--- config.mk ---
export PLATFORM = sky130hd
export DESIGN_NAME = pc_fetch_stage
export DESIGN_NICKNAME = d
export VERILOG_FILES = /design/src/rtl/pc_fetch_stage.sv
export SDC_FILE = /design/constraint.sdc
export NUM_CORES = 1
export LEC_CHECK = 0
export BUFFER_PORTS_ARGS = -buffer_cell sky130_fd_sc_hd__buf_2
export CORE_MARGIN = 1.5
export CORE_UTILIZATION = 48
export CTS_CLUSTER_SIZE = 16
export DETAILED_ROUTE_END_ITERATION = 10
export PLACE_DENSITY = 0.78
export SLEW_MARGIN = 30
export SYNTH_ARGS = -nofsm -noshare
export SYNTH_HDL_FRONTEND = slang
export SYNTH_SLANG_ARGS = --single-unit
--- constraint.sdc ---
create_clock -name clk -period 2.35 [get_ports clk]
set_clock_uncertainty 0.1 [all_clocks]
set_input_delay 0.1175 -clock clk [delete_from_list [all_inputs] [get_ports clk]]
set_output_delay 0.1175 -clock clk [all_outputs]
set_load 0.05 [all_outputs]
--- src/rtl/pc_fetch_stage.sv ---
// pc_fetch_stage: PC register, instruction fetch, IF/ID handshake, redirect and illegal-fetch halt.
module pc_fetch_stage #(
  parameter logic [31:0] RESET_PC    = 32'h0000_0000,
  parameter logic [31:0] FETCH_LIMIT = 32'h0000_0400
) (
  input  logic        clk,
  input  logic        reset,
  output logic [31:0] inst_add,
  input  logic [31:0] inst_code,
  input  logic        redirect_valid,
  input  logic [31:0] redirect_target,
  input  logic        id_ready,
  output logic        id_valid,
  output logic [31:0] id_inst,
  output logic [31:0] id_pc,
  output logic [31:0] id_pc_plus4,
  output logic        fetch_fault,
  output logic        halted
);
  typedef enum logic [1:0] {BOOT, RUN, HALT} state_t;
  state_t      state_q, state_d;
  logic [31:0] pc_q, pc_d, inst_q, inst_d, idpc_q, idpc_d, plus4_q, plus4_d;
  logic        valid_q, valid_d, fault_q, fault_d, halted_q;
  logic        advance, pc_bad, tgt_bad;
  assign advance = !valid_q || id_ready;
  assign pc_bad  = (pc_q[1:0] != 2'b00) || (pc_q >= FETCH_LIMIT);
  assign tgt_bad = (redirect_target[1:0] != 2'b00) || (redirect_target >= FETCH_LIMIT);
  always_comb begin
    state_d = state_q;
    pc_d    = pc_q;
    valid_d = valid_q;
    inst_d  = inst_q;
    idpc_d  = idpc_q;
    plus4_d = plus4_q;
    fault_d = fault_q;
    if (state_q == BOOT) begin
      state_d = RUN;
    end else if (state_q == RUN) begin
      if (redirect_valid) begin
        valid_d = 1'b0;
        pc_d    = redirect_target;
        fault_d = fault_q | tgt_bad;
        state_d = tgt_bad ? HALT : RUN;
      end else if (advance && pc_bad) begin
        valid_d = id_ready ? 1'b0 : valid_q;
        fault_d = 1'b1;
        state_d = HALT;
      end else if (advance) begin
        inst_d  = inst_code;
        idpc_d  = pc_q;
        plus4_d = pc_q + 32'd4;
        valid_d = 1'b1;
        pc_d    = pc_q + 32'd4;
      end
    end else begin
      valid_d = (valid_q && id_ready) ? 1'b0 : valid_q;
    end
  end
  always_ff @(posedge clk) begin
    if (reset) begin
      state_q  <= BOOT;
      pc_q     <= RESET_PC;
      valid_q  <= 1'b0;
      inst_q   <= 32'h0000_0013;
      idpc_q   <= 32'h0000_0000;
      plus4_q  <= 32'h0000_0004;
      fault_q  <= 1'b0;
      halted_q <= 1'b0;
    end else begin
      state_q  <= state_d;
      pc_q     <= pc_d;
      valid_q  <= valid_d;
      inst_q   <= inst_d;
      idpc_q   <= idpc_d;
      plus4_q  <= plus4_d;
      fault_q  <= fault_d;
      halted_q <= (state_d == HALT);
    end
  end
  assign inst_add    = pc_q;
  assign id_valid    = valid_q;
  assign id_inst     = inst_q;
  assign id_pc       = idpc_q;
  assign id_pc_plus4 = plus4_q;
  assign fetch_fault = fault_q;
  assign halted      = halted_q;
endmodule

==> results, run 1 <==
- The run finished with clean final reports.
- The worst-skew pair later-pin latency is 520 ps.
- The endpoint of the worst hold path is id_inst[1].
- The residual antenna-violating net count after detailed routing is 0.
- The largest net degree at the start of global routing is 71.
- The overall overflow remaining after global route is 0.
- Setup repair after global routing left no endpoint under its margin.
- The startpoint identified for the worst register-to-register timing path is inst_add[19].
- The number of standard cells after synthesis is 571.
- The number of setup violations in the final report is 0.
- The die span in x is 104 um.
- The setup slack after layout is 166 ps.
- The reg-to-reg endpoint is id_inst[3].
- Dividing the detail-routed via count by the number of cells gives 5.24.
- During synthesis, Yosys emitted a total of 0 warnings.
- The post-synthesis average cell area is 8.64 um^2.
- The final RePlAce weighted congestion is 0.860.
- The setup slack at placement is 42.7 ps.
- At the pin with the least slew margin, the transition time is 807 ps.
- The first detailed-routing pass took 5 iterations.
- In this run the register-to-register setup slack is 170 ps.
- By area the synthesized netlist is led by sky130_fd_sc_hd__dfxtp_1 53%, sky130_fd_sc_hd__nand2_1 10%, sky130_fd_sc_hd__a21oi_1 6.6%.
- At the worst endpoint, the required time is 2600 ps.
- The number of buffers created by CTS is 17.
- Of the total synthesized cell area, the portion taken by XOR and XNOR cells is 1.07%.
- Power comes to 0.00732 W.
- The number of pins with negative max-slew slack in the final report is 0.
- The aggregate negative setup slack is 0 ps.
- The fraction of the mapped netlist area in adder cells is 0.507%.
- The number of distinct library cell variants in the gate-level netlist after synthesis is 46.
- VDD sags by at most 0.492 mV.
- From bottom edge to top edge, the die measures 104 um.
- The worst min-delay path startpoint is inst_code[1].
- For this design, the sink count on the clock tree is 131.
- After clock tree synthesis, the clock-pin slew on the worst setup and hold paths is 60 ps.
- Pin placement for this block handled 199 I/O pins.
- In the global route stage, overall resource usage came out at 26.5%.
- The area added between synthesis and finish is 48.2%.
- The largest family of logic cells by synthesized area is simple AND/OR/NAND/NOR gates.
- The flip-flop and latch count after synthesis is 131.
- The core box area is 9860 um^2.
- The post-layout utilization of the core is 74.1%.
- The static leakage is 3.28 nW.
- The detailed router placed 5124 vias in this run.
- The cell type with the largest total area after synthesis is sky130_fd_sc_hd__dfxtp_1.
- The average wire length per cell after detail routing is 14.9 um.
- The area enclosed by the die boundary is 10900 um^2.
- The first global-routing pass estimated 23200 um of wire.
- 0 antenna diodes ended up in the layout.
- The via count of the first global-routing pass was 4719.
- The combined area of all synthesized cells is 4930 um^2.
- The worst path needs 2180 ps of the cycle, external delays included.
- The proportion of layout cells with a drive suffix above 1 is 30.1%.
- Timing would allow up to 458 MHz.
- The worst setup path is captured at a register.
- The portion of netlist area occupied by mux cells is 0.203%.
- The row count is 36.
- In this run the worst hold path is classified as in2reg.
- After the first detailed-routing iteration, the DRC count stood at 355.
- The synthesized netlist devotes 26.6% of its cell area to simple gates.
- The top cell type by area accounts for 53.2% of the synthesized area.
- The synthesized netlist devotes 14.2% of its cell area to compound gates.
- The H-tree was split into 4 levels.
- The buffer cell driving the clock tree root is sky130_fd_sc_hd__clkbuf_8.
- The final layout contains routed wiring with a total length of 14600 um.
- The number of I/O port buffers is 198.
- For this design the ratio of total power to cell area is 1000 nW/um^2.
- The initial antenna violation count is 0.
- Headroom to the max-slew limit came out at 46.2%.
- For this run, design rule violations remaining after detail routing come to 0.
- For this run, the leading register cell type out of synthesis is sky130_fd_sc_hd__dfxtp_1.
- Leaving out fill and tap cells, the most frequent cell in the layout is sky130_fd_sc_hd__buf_2.
- For this run, asynchronously set or reset flops after synthesis account for 0%.
- The wire-length estimate of the detail-placed layout is 9200 um.
- In this run the worst path has a maximum fanout of 42.
- Across the run, the number of max-cap violations was 0.
- For the worst setup path, the data arrival time is 2440 ps.
- The number of buffers between clock root and the deepest sink is 2.
- The classification of the worst setup path is reg2reg.
- The critical path startpoint category is a register.
- The final net count is 901.
- The CTS tree is done.
- The starting utilization of the core area is 50.0%.
- In the finished design, the share of the clock period the worst path needs comes to 93.0%.
- Along the worst hold path, the cell count comes to 4.
- The count of final hold-check violations was 0.
- The sequential fraction of the synthesis area is 53.2%.
- Leaving out fill and tap cells, the most frequent cells in the layout are 198 x sky130_fd_sc_hd__buf_2, 132 x sky130_fd_sc_hd__nand2_1, 131 x sky130_fd_sc_hd__dfxtp_1, 68 x sky130_fd_sc_hd__dlygate4sd3_1, 65 x sky130_fd_sc_hd__a21oi_1.
- The net count after synthesis is 641.
- The number of synthesized flops with an enable pin is 0.
- For the worst flop-to-flop path, the logic depth is 6.
## cells in the mapped netlist, types with 5 or more instances
cell type                    n
sky130_fd_sc_hd__o21ai_0    15
sky130_fd_sc_hd__dfxtp_1   131
sky130_fd_sc_hd__nand3_1    15
sky130_fd_sc_hd__o31ai_1     7
sky130_fd_sc_hd__buf_4       5
sky130_fd_sc_hd__a21oi_1    65
sky130_fd_sc_hd__a22oi_1     6
sky130_fd_sc_hd__buf_2      11
sky130_fd_sc_hd__nand2b_1    5
sky130_fd_sc_hd__clkbuf_1   20
sky130_fd_sc_hd__nor2_1     28
sky130_fd_sc_hd__and2_1     49
sky130_fd_sc_hd__inv_1       6
sky130_fd_sc_hd__nor3_1      6
sky130_fd_sc_hd__nand2_1   132
sky130_fd_sc_hd__a211oi_1    7
sky130_fd_sc_hd__nor4_1      8
## cell type report
class / instances / area (um^2)
clock buffers: 17 / 414
inverters: 6 / 22.5
clock inverters: 15 / 161
multi-input cells: 394 / 2130
repair buffers: 281 / 1800
flip-flops and latches: 131 / 2620
well taps: 133 / 166
fillers: 702 / 2550
## through the flow
step	std cells	hold slack, ps	area (um^2)
CTS	976	236	7300
global route	977	272	7310
detailed placement	876	243	6040
floorplan	571	142	4930
finish	977	272	7310
global placement	876	234	6030
## worst max path at each step
stage                      start              to  cells past startpoint
finish              inst_add[19]      id_inst[3]                      6
detailed placement  inst_add[25]  id_pc_plus4[2]                      6
global placement    inst_add[20]  id_pc_plus4[2]                      6
global route        inst_add[19]     inst_add[3]                      7
CTS                 inst_add[25]  id_pc_plus4[2]                      6
floorplan           inst_add[10]  id_pc_plus4[2]                      8
## repair_timing
item,CTS,global route
setup endpoints to repair,0,61
buffers inserted,0,1
hold buffers,68,0
endpoints found under the hold margin,65,0
gates resized for setup,0,2
## layer usage
metal  vias to the layer above  GRT usage [%]  share of wire [%]
li1                       2458              -                  -
met1                      2350           33.0                 40
met2                       276           43.5                 49
met3                        40           6.52                8.4
met4                         0           11.4                2.7
met5                         -              0                  0
## power breakdown
group | total, W | internal, W | switching (W)
logic | 0.00217 | 0.000643 | 0.00152
registers | 0.00262 | 0.00244 | 0.000182
clock network | 0.00253 | 0.00145 | 0.00108
## critical path, stage by stage, from the launching register on
cell	delay, ps
sky130_fd_sc_hd__dfxtp_1	340
sky130_fd_sc_hd__nor4_1	340
sky130_fd_sc_hd__nand4_2	240
sky130_fd_sc_hd__or4_1	580
sky130_fd_sc_hd__buf_6	220
sky130_fd_sc_hd__nand2_1	100
sky130_fd_sc_hd__a21oi_1	80
## registers in the layout, indices dropped and copies added, names as in the netlist
register	cells
fetch_fault	1
halted	1
id_inst	32
id_pc	32
id_pc_plus4	30
id_valid	1
inst_add	32
state_q	2
## kinds of logic after synthesis
| group | count (synthesis) |
|---|---|
| AOI/OAI and AO/OA | 117 |
| muxes | 1 |
| adders and majority gates | 2 |
| and+or+nand+nor | 268 |
| buffers and inverters | 46 |
| xor gates and xnor gates | 6 |
| DFF | 131 |
Power figures use the tool's default switching activity.
==> inputs of run 2 (changes only) <==
ABC_AREA = 1   (was unset)
CORE_MARGIN = 8   (was 1.5)
CORE_UTILIZATION = 49   (was 48)
MAX_ROUTING_LAYER = met4   (was unset)
PLACE_DENSITY = 0.79   (was 0.78)
==> run 2 against run 1 <==
Net effect: sequential power is 3% lower; via count is 14% higher; utilization is 2.2 points lower; power decreased by 7.5%; sequential cell count unchanged; final area up 5.7%; register-to-register slack better by 140 ps; hold slack worse by 27 ps; sequential share of layout area decreased by 1.9 points; area after synthesis is 8.6% higher; die area rose by 33%; largest cell class unchanged; first-iteration DRC count rose by 57%.
==> results, run 2 <==
- The flow ran to the end, and the final reports show no timing, DRC or antenna violations.
- The minimum setup slack among reg-to-reg paths is 310 ps (+140 ps).
- The post-synthesis average cell area was 7.12 um^2 (-18%).
- The number of standard cells after synthesis is 752 (+32%).
- Leaving out fill and tap cells, the most frequent cell in the layout is sky130_fd_sc_hd__buf_2.
- The number of placed I/O pins is 199 (unchanged).
- The static leakage is 4.20 nW (+28%).
- The most used flip-flop cell after synthesis is sky130_fd_sc_hd__dfxtp_1.
- The top cell type's share of synthesized area is 49.0% (-4.2 points).
- The worst slew margin relative to its limit was 47.8% (+1.6 points).
- The residual antenna-violating net count after detailed routing was 0 (unchanged).
- The final hold slack is 245 ps (-27.1 ps).
- The area enclosed by the die boundary is 14500 um^2 (+33%).
- STA classifies the critical path endpoint as a register.
- The met3 routing resource usage after global routing is 8.72% (+2.2 points).
- The CTS tree is done.
- The largest net degree at the start of global routing is 70 (-1.4%).
- met2 is the most crowded layer.
- The detailed-route via count is 5843 (+14%).
- The classification of the worst setup path is reg2reg.
- The worst-skew pair later-pin latency is 530 ps (about the same).
- The number of synthesized flops with an enable pin was 0 (unchanged).
- The startpoint of the most critical register-to-register path is inst_add[2].
- The overall overflow remaining after global route came to 0 (unchanged).
- The critical path launch point is inst_add[2].
- The total number of H-tree levels is 4 (unchanged).
- The slowest stage of the critical path belongs to the cell sky130_fd_sc_hd__dfxtp_1.
- The final RePlAce weighted congestion is 0.925 (+7.5%).
- The number of gates given a new drive strength after cts is 0 (unchanged).
- The endpoint required time on the critical path came to 2710 ps (+110 ps).
- The post-DP HPWL is 11600 um (+26%).
- The met2 demand-to-capacity share in global routing is 39.0% (-4.5 points).
- The initial antenna violation count is 3 (+3).
- The violation count after the first detailed-route iteration is 556 (+57%).
- The async set or reset register ratio after synthesis is 0% (unchanged).
- Setup repair after global routing left no endpoint under its margin.
- The synthesis warning total is 0 (unchanged).
- The flip-flop and latch count after synthesis came to 131 (unchanged).
- The die outline height came to 121 um (+15%).
- The final clock period utilization by the worst path is 87.0% (-5.9 points).
- In this design, the critical path's most frequently occurring cell is sky130_fd_sc_hd__nor2_1.
- The delay of the slowest cell on the worst path is 450 ps (-130 ps).
- The core box area is 10700 um^2 (+8.9%).
- The starting utilization of the core area is 49.8% (-0.16 points).
- The aggregate negative setup slack came to 0 ps (unchanged).
- Summed over all instances, the cell type with the most area after synthesis is sky130_fd_sc_hd__dfxtp_1.
- The post-layout utilization of the core is 71.9% (-2.2 points).
- The worst hold-check path type is in2reg.
- The die span in x came to 121 um (+15%).
- The hold buffer count at cts is 67 (-1.5%).
- The total power density per cell area is 876 nW/um^2 (-12%).
- The number of I/O port buffers is 198 (unchanged).
- In this run the worst setup path terminates at inst_add[12].
- The worst setup path is launched from a register.
- The number of pins with negative max-slew slack in the final report is 0 (unchanged).
- The combined area of all synthesized cells is 5360 um^2 (+8.6%).
- The global-route usage over all layers is 25.5% (-1.0 points).
- The maximum clock rate is 489 MHz (+6.8%).
- By area the synthesized netlist is led by sky130_fd_sc_hd__dfxtp_1 49%, sky130_fd_sc_hd__nor2_1 12%, sky130_fd_sc_hd__o21ai_0 8.1%.
- The maximum fanout along the worst path is 7 (-83%).
- The number of vias per cell after detailed routing is 5.03 (-4.1%).
- The met1 track utilization from global routing was 28.4% (-4.7 points).
- From synthesis to final layout, the design area changed by 44.3%.
- The number of max-cap violations was 0 (unchanged).
- The clock edge transition at the registers on the reported setup and hold paths is 60 ps (about the same).
- The count of final hold-check violations is 0 (unchanged).
- The sequential fraction of the synthesis area is 49.0% (-4.2 points).
- The final wirelength came to 18200 um (+25%).
- The most numerous cell in the Yosys netlist is sky130_fd_sc_hd__nor2_1.
- The net count after synthesis was 822 (+28%).
- The number of distinct library cell variants in the gate-level netlist after synthesis is 27 (-41%).
- The number of setup violations in the final report was 0 (unchanged).
- The maximum VDD drop is 0.675 mV (+37%).
- The proportion of layout cells with a drive suffix above 1 came to 24.1% (-6.0 points).
- The post-CTS setup repair buffer count is 0 (unchanged).
- The count of unresolved DRC violations after routing is 0 (unchanged).
- The global-route wire length before repair is 28600 um (+23%).
- The via count of the first global-routing pass is 5720 (+21%).
- Traced cell by cell, the critical path runs through ha_1 -> nand2_1 -> nor2_1 -> nand3_1 -> xor2_1 -> o21ai_0 -> nor2_1 -> nor2_1.
- The data arrival time of the critical path is 2410 ps (-30 ps).
- The clock period minus worst slack was 2040 ps (-140 ps).
- The number of iterations in the first detailed-routing pass is 6 (+1).
- The measured slew at the worst slew-check pin was 782 ps (-25.1 ps).
- The worst register-to-register path ends at inst_add[12].
- Sorting the synthesized cells by how often they occur yields 167 x sky130_fd_sc_hd__nor2_1, 131 x sky130_fd_sc_hd__dfxtp_1, 109 x sky130_fd_sc_hd__nand2_1.
- The buffer cell driving the clock tree root is sky130_fd_sc_hd__clkbuf_8.
- The CTS sink count is 131 (unchanged).
- The row count is 38 (+5.6%).
- The average wire length per cell after detail routing is 15.7 um (+5.0%).
- The final net count is 1075 (+19%).
- The number of fill cells in the layout is 851 (+21%).
- In this run the most critical hold path is launched from inst_code[4].
- The number of buffers created by CTS is 17 (unchanged).
- The number of buffers between clock root and the deepest sink is 2 (unchanged).
- In the layout the commonest cells are 198 x sky130_fd_sc_hd__buf_2, 167 x sky130_fd_sc_hd__nor2_1, 131 x sky130_fd_sc_hd__dfxtp_1, 109 x sky130_fd_sc_hd__nand2_1, 88 x sky130_fd_sc_hd__inv_1.
- The length in cells of the worst reg-to-reg path is 8 (+2).
## run 2: cell types whose count changed after synthesis, moves of 8 or more
cell                      delta
sky130_fd_sc_hd__nor4_1      -8
sky130_fd_sc_hd__o21ai_0    +72
sky130_fd_sc_hd__nand2_1    -23
sky130_fd_sc_hd__inv_1      +82
sky130_fd_sc_hd__and2_1     -49
sky130_fd_sc_hd__a21oi_1    -38
sky130_fd_sc_hd__nor2_1    +139
sky130_fd_sc_hd__nand3_1    +57
## run 2: worst min-delay path by stage
stage / endpoint / cells past startpoint
final: id_inst[4] / 4
after floorplan: fetch_fault / 1
after CTS: id_inst[0] / 4
after global placement: id_inst[4] / 3
after global routing: id_inst[0] / 4
after detailed placement: id_inst[4] / 3
## run 2: cells by family (layout without fill, tap and decap cells)
family	after synthesis	in the layout	synth area share [%]
AOI/OAI and AO/OA	118	118	11.2
muxes	1	1	0.187
other	0	4	0
buffers and inverters	132	398	10.2
and+or+nand+nor	360	360	27.7
xor gates and xnor gates	8	8	1.31
DFF	131	131	49.0
adders and majority gates	2	2	0.467
## run 2: worst max-delay path: cells and delay by family, from the launching register on
family                     cells  cell delay, ps
and+or+nand+nor                5             770
DFF                            1             450
AOI/OAI and AO/OA              1             240
adders and majority gates      1             220
xor gates and xnor gates       1             200
## run 2: area by class of cell
type	count	area (um^2)	share of cell area, %
flip-flops and latches	131	2620	33.9
multi-input cells	489	2190	28.3
repair buffers	276	1770	22.9
clock buffers	20	445	5.76
inverters	90	339	4.39
clock inverters	12	179	2.32
well taps	140	175	2.27
diodes	4	10.0	0.130
## run 2: report_power, final
group          leakage [nW]  total, W  switching, W  internal, W
clock network         0.298   0.00278       0.00100      0.00178
logic                  2.85   0.00146       0.00104     0.000422
registers              1.06   0.00253      0.000159      0.00237
## run 2: layer usage
| metal | up-vias | wire length, um |
|---|---|---|
| li1 | 2867 | - |
| met1 | 2594 | 7310 |
| met2 | 302 | 8400 |
| met3 | 80 | 1610 |
| met4 | 0 | 883 |
| met5 | - | 0 |
## run 2: through the flow
stage / power, W / cells / setup WS (ps) / instance area, um^2
after floorplan: 0.00354 / 752 / 308 / 5360
after global placement: 0.00390 / 1059 / 411 / 6420
after detailed placement: 0.00391 / 1059 / 398 / 6420
after CTS: 0.00675 / 1158 / 378 / 7720
after global routing: 0.00704 / 1161 / 118 / 7720
final: 0.00677 / 1162 / 305 / 7730
==> inputs of run 3 (changes only) <==
SETUP_SLACK_MARGIN = 0.4   (was unset)
==> run 3 against run 2 <==
Net effect: power is 3.8% lower; die area did not move; final area rose by 1.1%; maximum frequency up 6.8%; register-to-register slack improved by 130 ps; clock power shrank 12%; sequential power about the same; sequential share of layout area decreased by 0.30 points; cell count grew 0.52%; wire length is 1.9% higher; hold slack gained 8.2 ps.
==> results, run 3 (synthesis gave the netlist of run 2 again) <==
- The flow ran to the end, and the final reports show no timing, DRC or antenna violations.
- In this run the worst hold path is classified as in2reg.
- The measured slew at the worst slew-check pin is 489 ps (-293 ps).
- The startpoint of the most critical register-to-register path is inst_add[20].
- From synthesis to final layout, the design area changed by 45.8%.
- The worst slew margin relative to its limit is 67.3% (+20 points).
- Leaving out fill and tap cells, the most frequent cell in the layout is sky130_fd_sc_hd__buf_2.
- The die span in x is 121 um (unchanged).
- The number of pins with negative max-slew slack in the final report is 0 (unchanged).
- The cell area reported after detailed placement is 6440 um^2 (+0.27%).
- The path with the worst hold slack has its endpoint at id_inst[1].
- The violation count after the first detailed-route iteration is 409 (-26%).
- The clock edge transition at the registers on the reported setup and hold paths came to 60 ps (about the same).
- TritonCTS built the clock tree.
- The power share of the clock group is 37.5% (-3.6 points).
- The maximum VDD drop is 0.702 mV (+4.0%).
- The worst-skew pair later-pin latency was 510 ps (-20 ps).
- The endpoint required time on the critical path was 2640 ps (-70 ps).
- The final hold slack came to 253 ps (+8.22 ps).
- The number of placed I/O pins came to 199 (unchanged).
- The maximum fanout along the worst path is 28 (+21).
- The number of buffers created by CTS came to 17 (unchanged).
- The worst min-delay path startpoint is inst_code[1].
- The final non-filler cell total was 1168 (+0.52%).
- The post-placement cell count is 1061 (+0.19%).
- The type of destination of the critical path is a register.
- The number of buffers between clock root and the deepest sink is 2 (unchanged).
- The area enclosed by the die boundary is 14500 um^2 (unchanged).
- The via count of the first global-routing pass came to 5524 (-3.4%).
- The static leakage is 4.22 nW (+0.47%).
- The final RePlAce weighted congestion is 0.897 (-3.0%).
- The global-route usage over all layers was 24.8% (-0.64 points).
- The number of fill cells in the layout is 867 (+1.9%).
- The classification of the worst setup path is reg2reg.
- The data arrival time of the critical path is 2210 ps (-200 ps).
- The relative contribution of sequential cells to total power was 38.6% (+1.2 points).
- The count of final hold-check violations is 0 (unchanged).
- The final wirelength is 18500 um (+1.9%).
- The total power density per cell area is 834 nW/um^2 (-4.8%).
- The design internal power is 0.00429 W (-6.3%).
- The multi-input gate area in the final layout is 2210 um^2 (+1.0%).
- The critical path startpoint category is a register.
- The buffer cell driving the clock tree root is sky130_fd_sc_hd__clkbuf_8.
- The combinational group share of total power is 23.8% (+2.3 points).
- The number of iterations in the first detailed-routing pass was 5 (-1).
- The residual antenna-violating net count after detailed routing is 0 (unchanged).
- The largest net degree at the start of global routing is 64 (-8.6%).
- The top cell types in the final layout, fill and taps aside, are 198 x sky130_fd_sc_hd__buf_2, 161 x sky130_fd_sc_hd__nor2_1, 127 x sky130_fd_sc_hd__dfxtp_1, 108 x sky130_fd_sc_hd__nand2_1.
- The combined flip-flop and latch cell area is 2630 um^2 (+0.19%).
- The number of I/O port buffers is 198 (unchanged).
- The minimum setup slack among reg-to-reg paths was 430 ps (+130 ps).
- The global-route wire length before repair is 28000 um (-2.0%).
- The core box area was 10700 um^2 (unchanged).
- The CTS sink count is 131 (unchanged).
- The clock period minus worst slack is 1920 ps (-130 ps).
- The final net count is 1084 (+0.84%).
- The total number of H-tree levels is 4 (unchanged).
- The detailed-route via count came to 5988 (+2.5%).
- The count of unresolved DRC violations after routing is 0 (unchanged).
- The post-DP HPWL is 11400 um (-1.2%).
- In this run the critical register-to-register path is captured at id_inst[9].
- The length in cells of the worst reg-to-reg path is 9 (+1).
- The number of setup violations in the final report came to 0 (unchanged).
- The die outline height is 121 um (unchanged).
- The starting utilization of the core area is 49.8% (unchanged).
- The proportion of layout cells with a drive suffix above 1 is 25.9% (+1.8 points).
- The worst hold path depth is 4 (unchanged).
- The initial antenna violation count was 1 (-2).
- The net switching power is 0.00222 W (+1.3%).
- The overall overflow remaining after global route was 0 (unchanged).
- The row count is 38 (unchanged).
- The number of max-cap violations is 0 (unchanged).
- The maximum clock rate is 522 MHz (+6.8%).
- Setup repair after global routing could not meet its margin everywhere.
- The final clock period utilization by the worst path is 81.5% (-5.5 points).
- The average wire length per cell after detail routing is 15.9 um (+1.4%).
- The aggregate negative setup slack is 0 ps (unchanged).
- The switching part of the total came to 34.1% (+1.7 points).
- The final standard cell area without fillers is 7810 um^2 (+1.1%).
- The number of vias per cell after detailed routing is 5.13 (+2.0%).
==> run 3: repair_timing <==
| action | CTS | global route |
|---|---|---|
| setup buffers | 0 | 3 |
| hold endpoints to repair | 70 | 0 |
| cloned | 0 | 4 |
| pin swaps | 0 | 1 |
| hold buffers | 67 | 0 |
| endpoints found under the setup margin | 2 | 100 |
| gates resized for setup | 1 | 21 |
==> run 3: stage by stage <==
stage / utilization (%) / power [W] / setup slack, ps
finish: 72.7 / 0.00651 / 435
global route: 72.7 / 0.00676 / 365
CTS: 71.4 / 0.00644 / 433
floorplan: - / 0.00354 / 449
detailed placement: 59.9 / 0.00393 / 370
global placement: 59.9 / 0.00392 / 400
==> run 3: power by group through the flow <==
| stage | combinational (W) | clock (W) | sequential [W] |
|---|---|---|---|
| 5_1_grt | 0.00166 | 0.00256 | 0.00253 |
| 3_5_place_dp | 0.00137 | 0 | 0.00255 |
| 6_report | 0.00155 | 0.00245 | 0.00252 |
| 4_1_cts | 0.00147 | 0.00247 | 0.00251 |
| 3_3_place_gp | 0.00137 | 0 | 0.00255 |
| 2_1_floorplan | 0.000504 | 0 | 0.00304 |
==> run 3: worst max path at each step <==
stage	slack [ps]	start	to
after floorplan	450	inst_add[4]	inst_add[23]
after global placement	400	inst_add[19]	id_pc_plus4[2]
after detailed placement	370	inst_add[19]	id_pc_plus4[2]
after CTS	430	inst_add[19]	id_inst[3]
after global routing	370	inst_add[20]	id_inst[9]
final	430	inst_add[20]	id_inst[9]
==> run 3: cell type report <==
type	count	share of cell area [%]
diodes	1	0.0320
well taps	140	2.24
clock inverters	12	1.39
clock buffers	20	5.70
flip-flops and latches	131	33.6
repair inverters	2	0.192
inverters	90	4.49
repair buffers	283	24.0
multi-input cells	489	28.3
==> run 3: critical path: stages (launching register included) <==
cell	delay, ps
sky130_fd_sc_hd__dfxtp_1	360
sky130_fd_sc_hd__nor2_1	130
sky130_fd_sc_hd__nand2_1	90
sky130_fd_sc_hd__nor2_4	150
sky130_fd_sc_hd__nand4_2	170
sky130_fd_sc_hd__nor2_4	250
sky130_fd_sc_hd__inv_8	130
sky130_fd_sc_hd__buf_16	190
sky130_fd_sc_hd__nor2_2	140
sky130_fd_sc_hd__nor2_1	70
==> run 3: layer usage <==
metal,vias to the layer above,global-route usage (%),wire length [um]
met1,2743,28.8,7610
met4,0,10.2,615
met5,-,-,0
met3,51,7.74,1580
li1,2893,-,-
met2,301,39.3,8740
